**src/rtl/state_seq_pkg.sv**
```systemverilog
//==============================================================================
// Module : state_seq_pkg
// Brief  : Shared definitions for the 3-bit state sequence generator/monitor.
// Rev    : 1.0  initial release
//==============================================================================
`default_nettype none

package state_seq_pkg;

    localparam logic [2:0] ST_RESET = 3'b111;
    localparam logic [2:0] ST_ENTRY = 3'b000;

    typedef enum logic [0:0] {
        ACQ    = 1'b0,
        LOCKED = 1'b1
    } mon_state_e;

    // M=1 rotation: 110>100>101>001>011>010>110, entered via 111>000>110
    function automatic logic [2:0] next_m1(input logic [2:0] s);
        logic [2:0] n;
        case (s)
            3'b110:  n = 3'b100;
            3'b100:  n = 3'b101;
            3'b101:  n = 3'b001;
            3'b001:  n = 3'b011;
            3'b011:  n = 3'b010;
            3'b010:  n = 3'b110;
            3'b111:  n = ST_ENTRY;
            default: n = 3'b110;
        endcase
        return n;
    endfunction

    function automatic logic [2:0] next_m0(input logic [2:0] s);
        logic [2:0] n;
        case (s)
            3'b110:  n = 3'b010;
            3'b010:  n = 3'b011;
            3'b011:  n = 3'b001;
            3'b001:  n = 3'b101;
            3'b101:  n = 3'b100;
            3'b100:  n = 3'b110;
            3'b111:  n = ST_ENTRY;
            default: n = 3'b110;
        endcase
        return n;
    endfunction

endpackage

`default_nettype wire

```
**src/rtl/state_next_lut.sv**
```systemverilog
//==============================================================================
// Module : state_next_lut
// Brief  : Successor lookup for both rotation directions plus ambiguity flag.
// Rev    : 1.0  initial release
//==============================================================================
`default_nettype none

module state_next_lut
    import state_seq_pkg::*;
(
    input  logic [2:0] i_prev,
    output logic [2:0] o_n1,
    output logic [2:0] o_n0,
    output logic       o_amb
);

    assign o_n1  = next_m1(i_prev);
    assign o_n0  = next_m0(i_prev);
    assign o_amb = (o_n1 == o_n0);

endmodule

`default_nettype wire

```
**src/rtl/state_decode_monitor.sv**
```systemverilog
//==============================================================================
// Module : state_decode_monitor
// Brief  : Recovers generator rotation direction from observed bus transitions,
//          flags illegal steps and reversals. Optional stall detector enabled
//          by defining STATE_DECODE_TIMEOUT_EN.
// Rev    : 1.0  initial release
//==============================================================================
`default_nettype none

module state_decode_monitor
    import state_seq_pkg::*;
#(
    parameter int LOCK_LEN    = 3,
    parameter int CNT_W       = 8,
    parameter int TIMEOUT_CYC = 1000
) (
    input  logic             clk,
    input  logic             CR_n,
    input  logic [2:0]       data,
    output logic             mode,
    output logic             locked,
    output logic             err,
    output logic             mode_chg,
    output logic [CNT_W-1:0] err_cnt,
    output logic             stall
);

    localparam int                c_run_w    = $clog2(LOCK_LEN + 1);
    localparam logic [c_run_w-1:0] c_lock_len = c_run_w'(LOCK_LEN);

    logic [2:0]         r_last;
    mon_state_e         r_state, w_state_nxt;
    logic [c_run_w-1:0] r_run,   w_run_nxt;
    logic               r_cand,  w_cand_nxt;
    logic               r_mode,  w_mode_nxt;
    logic               r_err,   w_err_nxt;
    logic               r_chg,   w_chg_nxt;
    logic [CNT_W-1:0]   r_err_cnt, w_err_cnt_nxt;

    logic [2:0] w_n1, w_n0;
    logic       w_amb;
    logic       w_trans;

    state_next_lut u_lut (
        .i_prev (r_last),
        .o_n1   (w_n1),
        .o_n0   (w_n0),
        .o_amb  (w_amb)
    );

    assign w_trans = (data != r_last);

    always_ff @(posedge clk or negedge CR_n) begin
        if (!CR_n) begin
            r_last    <= ST_RESET;
            r_state   <= ACQ;
            r_run     <= '0;
            r_cand    <= 1'b0;
            r_mode    <= 1'b0;
            r_err     <= 1'b0;
            r_chg     <= 1'b0;
            r_err_cnt <= '0;
        end else begin
            r_last    <= data;
            r_state   <= w_state_nxt;
            r_run     <= w_run_nxt;
            r_cand    <= w_cand_nxt;
            r_mode    <= w_mode_nxt;
            r_err     <= w_err_nxt;
            r_chg     <= w_chg_nxt;
            r_err_cnt <= w_err_cnt_nxt;
        end
    end

    always_comb begin
        w_state_nxt   = r_state;
        w_run_nxt     = r_run;
        w_cand_nxt    = r_cand;
        w_mode_nxt    = r_mode;
        w_err_nxt     = 1'b0;
        w_chg_nxt     = 1'b0;
        w_err_cnt_nxt = r_err_cnt;

        if (w_trans) begin
            if (data == ST_RESET) begin
                w_state_nxt = ACQ;
                w_run_nxt   = '0;
            end else if (w_amb && (data == w_n1)) begin
                // entry path is common to both directions: carries no mode info
            end else if (r_state == ACQ && data == (r_cand ? w_n1 : w_n0)) begin
                if (r_run < c_lock_len) begin
                    w_run_nxt = r_run + 1'b1;
                end
                if (w_run_nxt == c_lock_len) begin
                    w_state_nxt = LOCKED;
                    w_mode_nxt  = r_cand;
                end
            end else if (r_state == ACQ && data == (r_cand ? w_n0 : w_n1)) begin
                w_cand_nxt = ~r_cand;
                w_run_nxt  = c_run_w'(1);
            end else if (r_state == LOCKED && data == (r_mode ? w_n1 : w_n0)) begin
                w_state_nxt = LOCKED;
            end else if (r_state == LOCKED && data == (r_mode ? w_n0 : w_n1)) begin
                w_chg_nxt   = 1'b1;
                w_state_nxt = ACQ;
                w_cand_nxt  = ~r_mode;
                w_run_nxt   = c_run_w'(1);
            end else begin
                w_err_nxt   = 1'b1;
                w_state_nxt = ACQ;
                w_run_nxt   = '0;
                if (r_err_cnt != {CNT_W{1'b1}}) begin
                    w_err_cnt_nxt = r_err_cnt + 1'b1;
                end
            end
        end
    end

    assign mode     = r_mode;
    assign locked   = (r_state == LOCKED);
    assign err      = r_err;
    assign mode_chg = r_chg;
    assign err_cnt  = r_err_cnt;

`ifdef STATE_DECODE_TIMEOUT_EN
    localparam int                 c_idle_w   = $clog2(TIMEOUT_CYC);
    localparam logic [c_idle_w-1:0] c_idle_max = c_idle_w'(TIMEOUT_CYC - 1);

    logic [c_idle_w-1:0] r_idle_cnt;
    logic                r_stall;

    // counter saturates at TIMEOUT_CYC-1, so equality stands in for >=
    always_ff @(posedge clk or negedge CR_n) begin
        if (!CR_n) begin
            r_idle_cnt <= '0;
            r_stall    <= 1'b0;
        end else if (w_trans) begin
            r_idle_cnt <= '0;
            r_stall    <= 1'b0;
        end else begin
            if (r_idle_cnt != c_idle_max) begin
                r_idle_cnt <= r_idle_cnt + 1'b1;
            end
            r_stall <= (r_idle_cnt == c_idle_max);
        end
    end

    assign stall = r_stall;
`else
    logic w_unused_timeout;
    assign w_unused_timeout = (TIMEOUT_CYC != 0);
    assign stall            = 1'b0;
`endif

endmodule

`default_nettype wire
```
**config.mk**
```make
export PLATFORM = sky130hd
export DESIGN_NAME = state_decode_monitor
export DESIGN_NICKNAME = d
export VERILOG_FILES = /design/src/rtl/state_seq_pkg.sv /design/src/rtl/state_next_lut.sv /design/src/rtl/state_decode_monitor.sv
export SDC_FILE = /design/constraint.sdc
export NUM_CORES = 1
export LEC_CHECK = 0
export ABC_AREA = 1
export CAP_MARGIN = 20
export CORE_MARGIN = 5
export CORE_UTILIZATION = 50
export DETAILED_ROUTE_END_ITERATION = 10
export GPL_TIMING_DRIVEN = 1
export PLACE_DENSITY = 0.8
export SLEW_MARGIN = 15
export SYNTH_ARGS = -nofsm -noshare
export SYNTH_HDL_FRONTEND = slang
export SYNTH_SLANG_ARGS = --single-unit
export TNS_END_PERCENT = 5
```
**constraint.sdc**
```tcl
create_clock -name clk -period 2.7 [get_ports clk]
set_clock_uncertainty 0.1 [all_clocks]
set_input_delay 0.54 -clock clk [delete_from_list [all_inputs] [get_ports clk]]
set_output_delay 0.54 -clock clk [all_outputs]
set_load 0.01 [all_outputs]
```
==> metrics.txt, run 1 <==
gr usage total 0.171; 1st-pass router iterations 4; Netlist cell types 27; setup TNS 0 ns; fmax just over 400 MHz; placed inst area 1690 um2; Layout area overhead 17.4%; Antenna Diode Count 0; cts bufs inserted 3; largest net degree at the start of global routing 19; Residual DRC 0; Clock Latency Late Sink roughly 0.30 ns; via count ~1400; pwr dens 716 nW/um2; CTS H-tree depth 1; clock period minus worst slack between 2 and 2.5 ns; I/O Pins 18; GRT overflow 0; share of cells above drive strength 1 0.123; Placer Congestion 0.909; Seq. cell area ~450 um2; Worst VDD drop approximately 0.00043 V; Mapped Cells roughly 220; post-route clock period utilization 0.919; CTS tree built; detailed-placement wirelength estimate 2580 um; Comb pwr share 0.512; wire length per cell roughly 12 um; Mapped Area about 1500 um2; Die Wd ~65 um; num rows 19; Crit. End Element flip-flop; HP Class reg -> reg; Synth warnings 0; die height 64.6 um; Max-Cap Viols 0; vias per cell approximately 5.2; area of the die 4180 um2; Crit path required time approximately 2.8 ns; vias in the first global route 1257; syn nets around 230; global-route wire length before repair between 5000 and 6000 um; Net Switching 548 uW; Root Buffer clkbuf_4; status completed; FF-to-FF setup slack between 0.2 and 0.25 ns; worst setup path class reg -> reg; core area ~2800 um2; Slew Limit Fails 0; DRT Wirelength 3360 um; Seq/Total Area, Yosys 0.304; final hold viol count 0; Syn Area/Cell 6.75 um2; final setup vio count 0; Leak between 0.0009 and 0.001 uW; Finished Cell Area approximately 1800 um2; CP Launch Type flip-flop; Worst Path Max Fanout 10; Fillers approximately 250; PortBufs 16; Clk pwr share 0.137; initial antenna violation count 0; NumNets Final 256; Sw Ratio 0.436; share of power burned in registers 0.352; Initial DRC Count between 100 and 150; CTS Buffer Depth 2; WP data arrival 2.58 ns; Multi-input gate area 943 um2; Final ANT Viol Nets 0; Initial Util 0.532; FF+latch count, synth 18; register clock-pin slew on the reported worst setup and hold paths approximately 0.11 ns; clk sinks 18; cell internal pwr between 700 and 800 uW; RSZ-0062 raised after global routing false
[worst max-delay path, stage by stage (launching register included)]
cell	delay, ns
dfstp_2	0.58
inv_1	0.08
ha_1	0.22
nor2_1	0.19
nand2_1	0.16
a21oi_1	0.20
nor2_2	0.07
nand2_1	0.06
nand2_1	0.10
nand2_4	0.12
nand2_4	0.07
nor2_8	0.19
nand2_4	0.10
nand2_1	0.08
nand2_1	0.05
[power by group through the flow]
stage	Clock, uW	Sequential [uW]	Combinational, uW
global route	188	455	724
detailed placement	0	445	632
finish	172	441	642
global placement	0	445	628
floorplan	0	450	409
CTS	173	439	635
[metrics by stage]
stage	power (uW)	hold WS, ns	setup WS [ns]	cells	util
6_report	1260	0.418	0.218	275	0.625
5_1_grt	1370	0.459	0.00992	275	0.625
4_1_cts	1250	0.424	0.258	272	0.616
3_5_place_dp	1080	0.394	0.166	268	0.603
3_3_place_gp	1070	0.394	0.205	268	0.603
2_1_floorplan	859	0.144	0.557	221	-
[cell usage after synthesis (all sizes together)]
cell type  instances  area (um2)
nand2             88         365
nand3             32         170
inv               20        75.1
nor2              19        95.1
dfrtp             15         375
o21ai              9        48.8
a21oi              6        30.0
ha                 6        75.1
xnor2              6        52.6
nand4              5        31.3
xor2               4        35.0
dfstp              3        78.8
nor3               3        26.3
buf                2        18.8
and3               1        6.26
clkbuf             1        5.00
conb               1        3.75
[sequential cells by signal, indices dropped and copies added (netlist names)]
name	count
locked	1
err	1
r_cand	1
err_cnt	8
r_run	2
r_last	3
mode_chg	1
mode	1
[path summary, 6_finish.rpt]
path	start	to	cells after the start
hold / removal	r_run[0]	r_run[0]	2
hold reg to reg	r_run[0]	r_run[0]	2
setup reg to reg	r_last[1]	err_cnt[6]	14
setup / recovery	r_last[1]	err_cnt[6]	14
min in group asynchronous	CR_n	err	2
max in group asynchronous	CR_n	r_last[1]	2
[layout make-up]
type                       instances  area share
clock buffer                       4      0.0207
inverter                          20      0.0428
multi-input combinational        180       0.538
sequential                        18       0.259
tap                               31      0.0221
timing repair buffer              22       0.117
[placed cells by master, fill, tap and decap left out, types with 5 or more instances in the layout]
cell type,n
a21oi_1,6
buf_4,6
clkdlybuf4s50_1,16
dfrtp_1,15
ha_1,6
inv_1,18
nand2_1,82
nand3_1,30
nand4_1,5
nor2_1,15
xnor2_1,6
[metal layers]
metal  wire [um]  track usage  vias up  share of wire
met5           0            0        -              0
met4          19       0.0264        0         0.0057
met2        1420        0.256       43           0.42
met3         247       0.0449        2          0.074
met1        1670        0.251      639           0.50
li1            -            -      753              -
[repair_timing]
item	CTS	global route
hold buffers	0	0
gates resized for setup	0	1
setup buffers	0	3
setup endpoints to repair	0	2
[logic make-up (layout without fill, tap and decap cells)]
kind of cell	count (synthesis)	in the layout	share of synthesized area
AND/OR/NAND/NOR	148	148	0.465
buffers and inverters	23	46	0.0662
flip-flops	18	18	0.304
AO/OA/AOI/OAI	15	15	0.0528
XOR/XNOR	10	10	0.0587
adder cells (fa/ha/maj)	6	6	0.0503
other	1	1	0.00251
Power figures use the tool's default switching activity.
==> run 2, diff against run 1 <==
--- a/config.mk
+++ b/config.mk
@@ -9,6 +9,7 @@
 export CAP_MARGIN = 20
 export CORE_MARGIN = 5
 export CORE_UTILIZATION = 50
+export CTS_CLUSTER_DIAMETER = 60
 export DETAILED_ROUTE_END_ITERATION = 10
 export GPL_TIMING_DRIVEN = 1
 export PLACE_DENSITY = 0.8
==> results of run 2 <==
Final layout, timing and power as in run 1 (identical DEF).
==> run 3, diff against run 2 <==
--- a/config.mk
+++ b/config.mk
@@ -11,7 +11,7 @@
 export CORE_UTILIZATION = 50
 export CTS_CLUSTER_DIAMETER = 60
 export DETAILED_ROUTE_END_ITERATION = 10
-export GPL_TIMING_DRIVEN = 1
+export GPL_TIMING_DRIVEN = 0
 export PLACE_DENSITY = 0.8
 export SLEW_MARGIN = 15
 export SYNTH_ARGS = -nofsm -noshare
==> metrics.txt, run 3 (same netlist as run 1, synthesis figures left out) <==
Net Switching 533 uW (was 548 uW); clk sinks 18 (unchanged); WP data arrival 2.57 ns (was 2.58 ns); Setup Buffers After CTS 0 (unchanged); final setup vio count 0 (unchanged); pre-CTS setup slack 0.0810 ns (was 0.166 ns); Crit path required time 2.79 ns (was 2.80 ns); Clock Latency Late Sink 0.29 ns (was 0.30 ns); DRT Wirelength 3110 um (was 3360 um); most used cell, CP nand2_1 (unchanged); register clock-pin slew on the reported worst setup and hold paths 0.11 ns (about the same); Hold Path Depth 2 (unchanged); final hold viol count 0 (unchanged); area of the die 4180 um2 (unchanged); HP Class reg -> reg (unchanged); I/O Pins 18 (unchanged); Comb pwr share 0.513 (was 0.512); CP Depth 12 (was 14); cts bufs inserted 3 (unchanged); CTS tree built (unchanged); Top delay family on crit path simple AND/OR/NAND/NOR gates (unchanged); reg2reg start r_last[0] (was r_last[1]); vias per cell 5.22 (was 5.23); detailed-placement wirelength estimate 2430 um (was 2580 um); share of power burned in registers 0.353 (was 0.352); Root Buffer clkbuf_4 (unchanged); CP max stage delay 0.58 ns (about the same); post-route clock period utilization 0.918 (was 0.919); die height 64.6 um (unchanged); Die Wd 64.6 um (unchanged); via count 1419 (was 1437); Sw Ratio 0.432 (was 0.436); Reg2Reg Depth 12 (was 14); most frequent cells in the layout 82 x nand2_1, 30 x nand3_1, 18 x inv_1 (unchanged); Worst Setup EP err_cnt[0] (was err_cnt[6]); final core utilization 0.616 (was 0.625); initial antenna violation count 0 (unchanged); 1st-pass router iterations 4 (unchanged); most common cell after layout, fill and taps aside nand2_1 (unchanged); NumNets Final 253 (was 256); Worst Path Max Fanout 9 (was 10); clock period minus worst slack 2.48 ns (about the same); Bufs and invs on worst path 1 (unchanged); vias in the first global route 1256 (was 1257); Antenna Diode Count 0 (unchanged); Worst R2R End err_cnt[0] (was err_cnt[6]); beginning of the critical path r_last[0] (was r_last[1]); Max-Cap Viols 0 (unchanged); Post-CTS Resized 0 (unchanged); Leak 0.000918 uW (was 0.000930 uW); Tot Pwr 1230 uW (was 1260 uW); global-route wire length before repair 5570 um (was 5750 um); Final ANT Viol Nets 0 (unchanged); Worst VDD drop 0.000522 V (was 0.000434 V); core area 2810 um2 (unchanged); cell internal pwr 701 uW (was 708 uW); FF-to-FF setup slack 0.22 ns (about the same); slowest CP cell dfstp_2 (unchanged); status completed (unchanged); largest net degree at the start of global routing 19 (unchanged); fmax 403 MHz (about the same); Largest register FFs 8 (unchanged); crit-path cells inv_1, ha_1, o21ai_0, nand2_1, nand2_1, nor2_1, nand2_1, nand2_1, nor3_4, nand2_4, nand2_1, nand2_1 (was inv_1, ha_1, nor2_1, nand2_1, a21oi_1, nor2_2, nand2_1, nand2_1, nand2_4, nand2_4, nor2_8, nand2_4, nand2_1, nand2_1); CTS H-tree depth 1 (unchanged); setup TNS 0 ns (unchanged); Layout area overhead 15.8% (was 17.4%); gr usage total 0.164 (was 0.171); Inst Count DP 268 (unchanged); Slew @ Worst Pin around 0.82 ns; Clk pwr share 0.135 (was 0.137); CP Launch Type flip-flop (unchanged); num rows 19 (unchanged); Post-Layout Cell Count 272 (was 275); GRT overflow 0 (unchanged); worst setup path class reg -> reg (unchanged); Initial Util 0.532 (unchanged); worst slew margin relative to its limit 0.449; share of cells above drive strength 1 0.108 (was 0.123); CTS Buffer Depth 2 (unchanged); pwr dens 714 nW/um2 (was 716 nW/um2); Initial DRC Count 91 (was 102); Residual DRC 0 (unchanged); PortBufs 16 (unchanged); cts hold-fix bufs 0 (unchanged); Crit. End Element flip-flop (unchanged); crit path setup slack, layout 0.221 ns (was 0.218 ns); Slew Limit Fails 0 (unchanged); RSZ-0062 raised after global routing false (unchanged); Placer Congestion 0.926 (was 0.909); wire length per cell 11.4 um (was 12.2 um)
## run 3: how the worst min path moves through the flow
stage                        start       end  slack, ns
final                     r_run[0]  r_run[0]       0.42
after global routing      r_run[0]  r_run[0]       0.46
after CTS                 r_run[0]  r_run[0]       0.40
after detailed placement  r_run[0]  r_run[0]       0.38
after global placement    r_run[0]  r_run[0]       0.38
after floorplan               CR_n       err       0.14
## run 3: stage by stage
step / hold slack [ns] / instance area [um2]
final: 0.415 / 1730
after global routing: 0.461 / 1730
after detailed placement: 0.381 / 1690
after global placement: 0.379 / 1690
after floorplan: 0.144 / 1490
after CTS: 0.405 / 1730
## run 3: metal layers
| layer | global-route usage | part of all wire | vias to the layer above |
|---|---|---|---|
| met5 | 0 | 0 | - |
| met4 | 0.0317 | 0.0048 | 0 |
| met2 | 0.250 | 0.43 | 40 |
| li1 | - | - | 748 |
| met1 | 0.239 | 0.51 | 629 |
| met3 | 0.0363 | 0.052 | 2 |
## run 3: power groups by stage
stage,Sequential (uW),Clock [uW],Combinational (uW)
after floorplan,450,0,409
after global placement,438,0,621
after detailed placement,440,0,635
after CTS,435,171,638
after global routing,451,187,714
final,435,166,633
## run 3: worst reg2reg max path: cells and delay by family (launching register included)
| kind | cells | cell delay [ns] |
|---|---|---|
| compound gates | 1 | 0.36 |
| fa+ha+maj | 1 | 0.27 |
| buf+inv | 1 | 0.08 |
| flops | 1 | 0.58 |
| simple gates | 9 | 0.97 |
## run 3: area by class of cell
| cell class | count | area, um2 |
|---|---|---|
| flip-flops and latches | 18 | 454 |
| multi-input cells | 180 | 940 |
| clock buffers | 4 | 36.3 |
| fillers | 260 | 1080 |
| plain buffers | 3 | 23.8 |
| inverters | 20 | 75.1 |
| well taps | 31 | 38.8 |
| repair buffers | 16 | 160 |
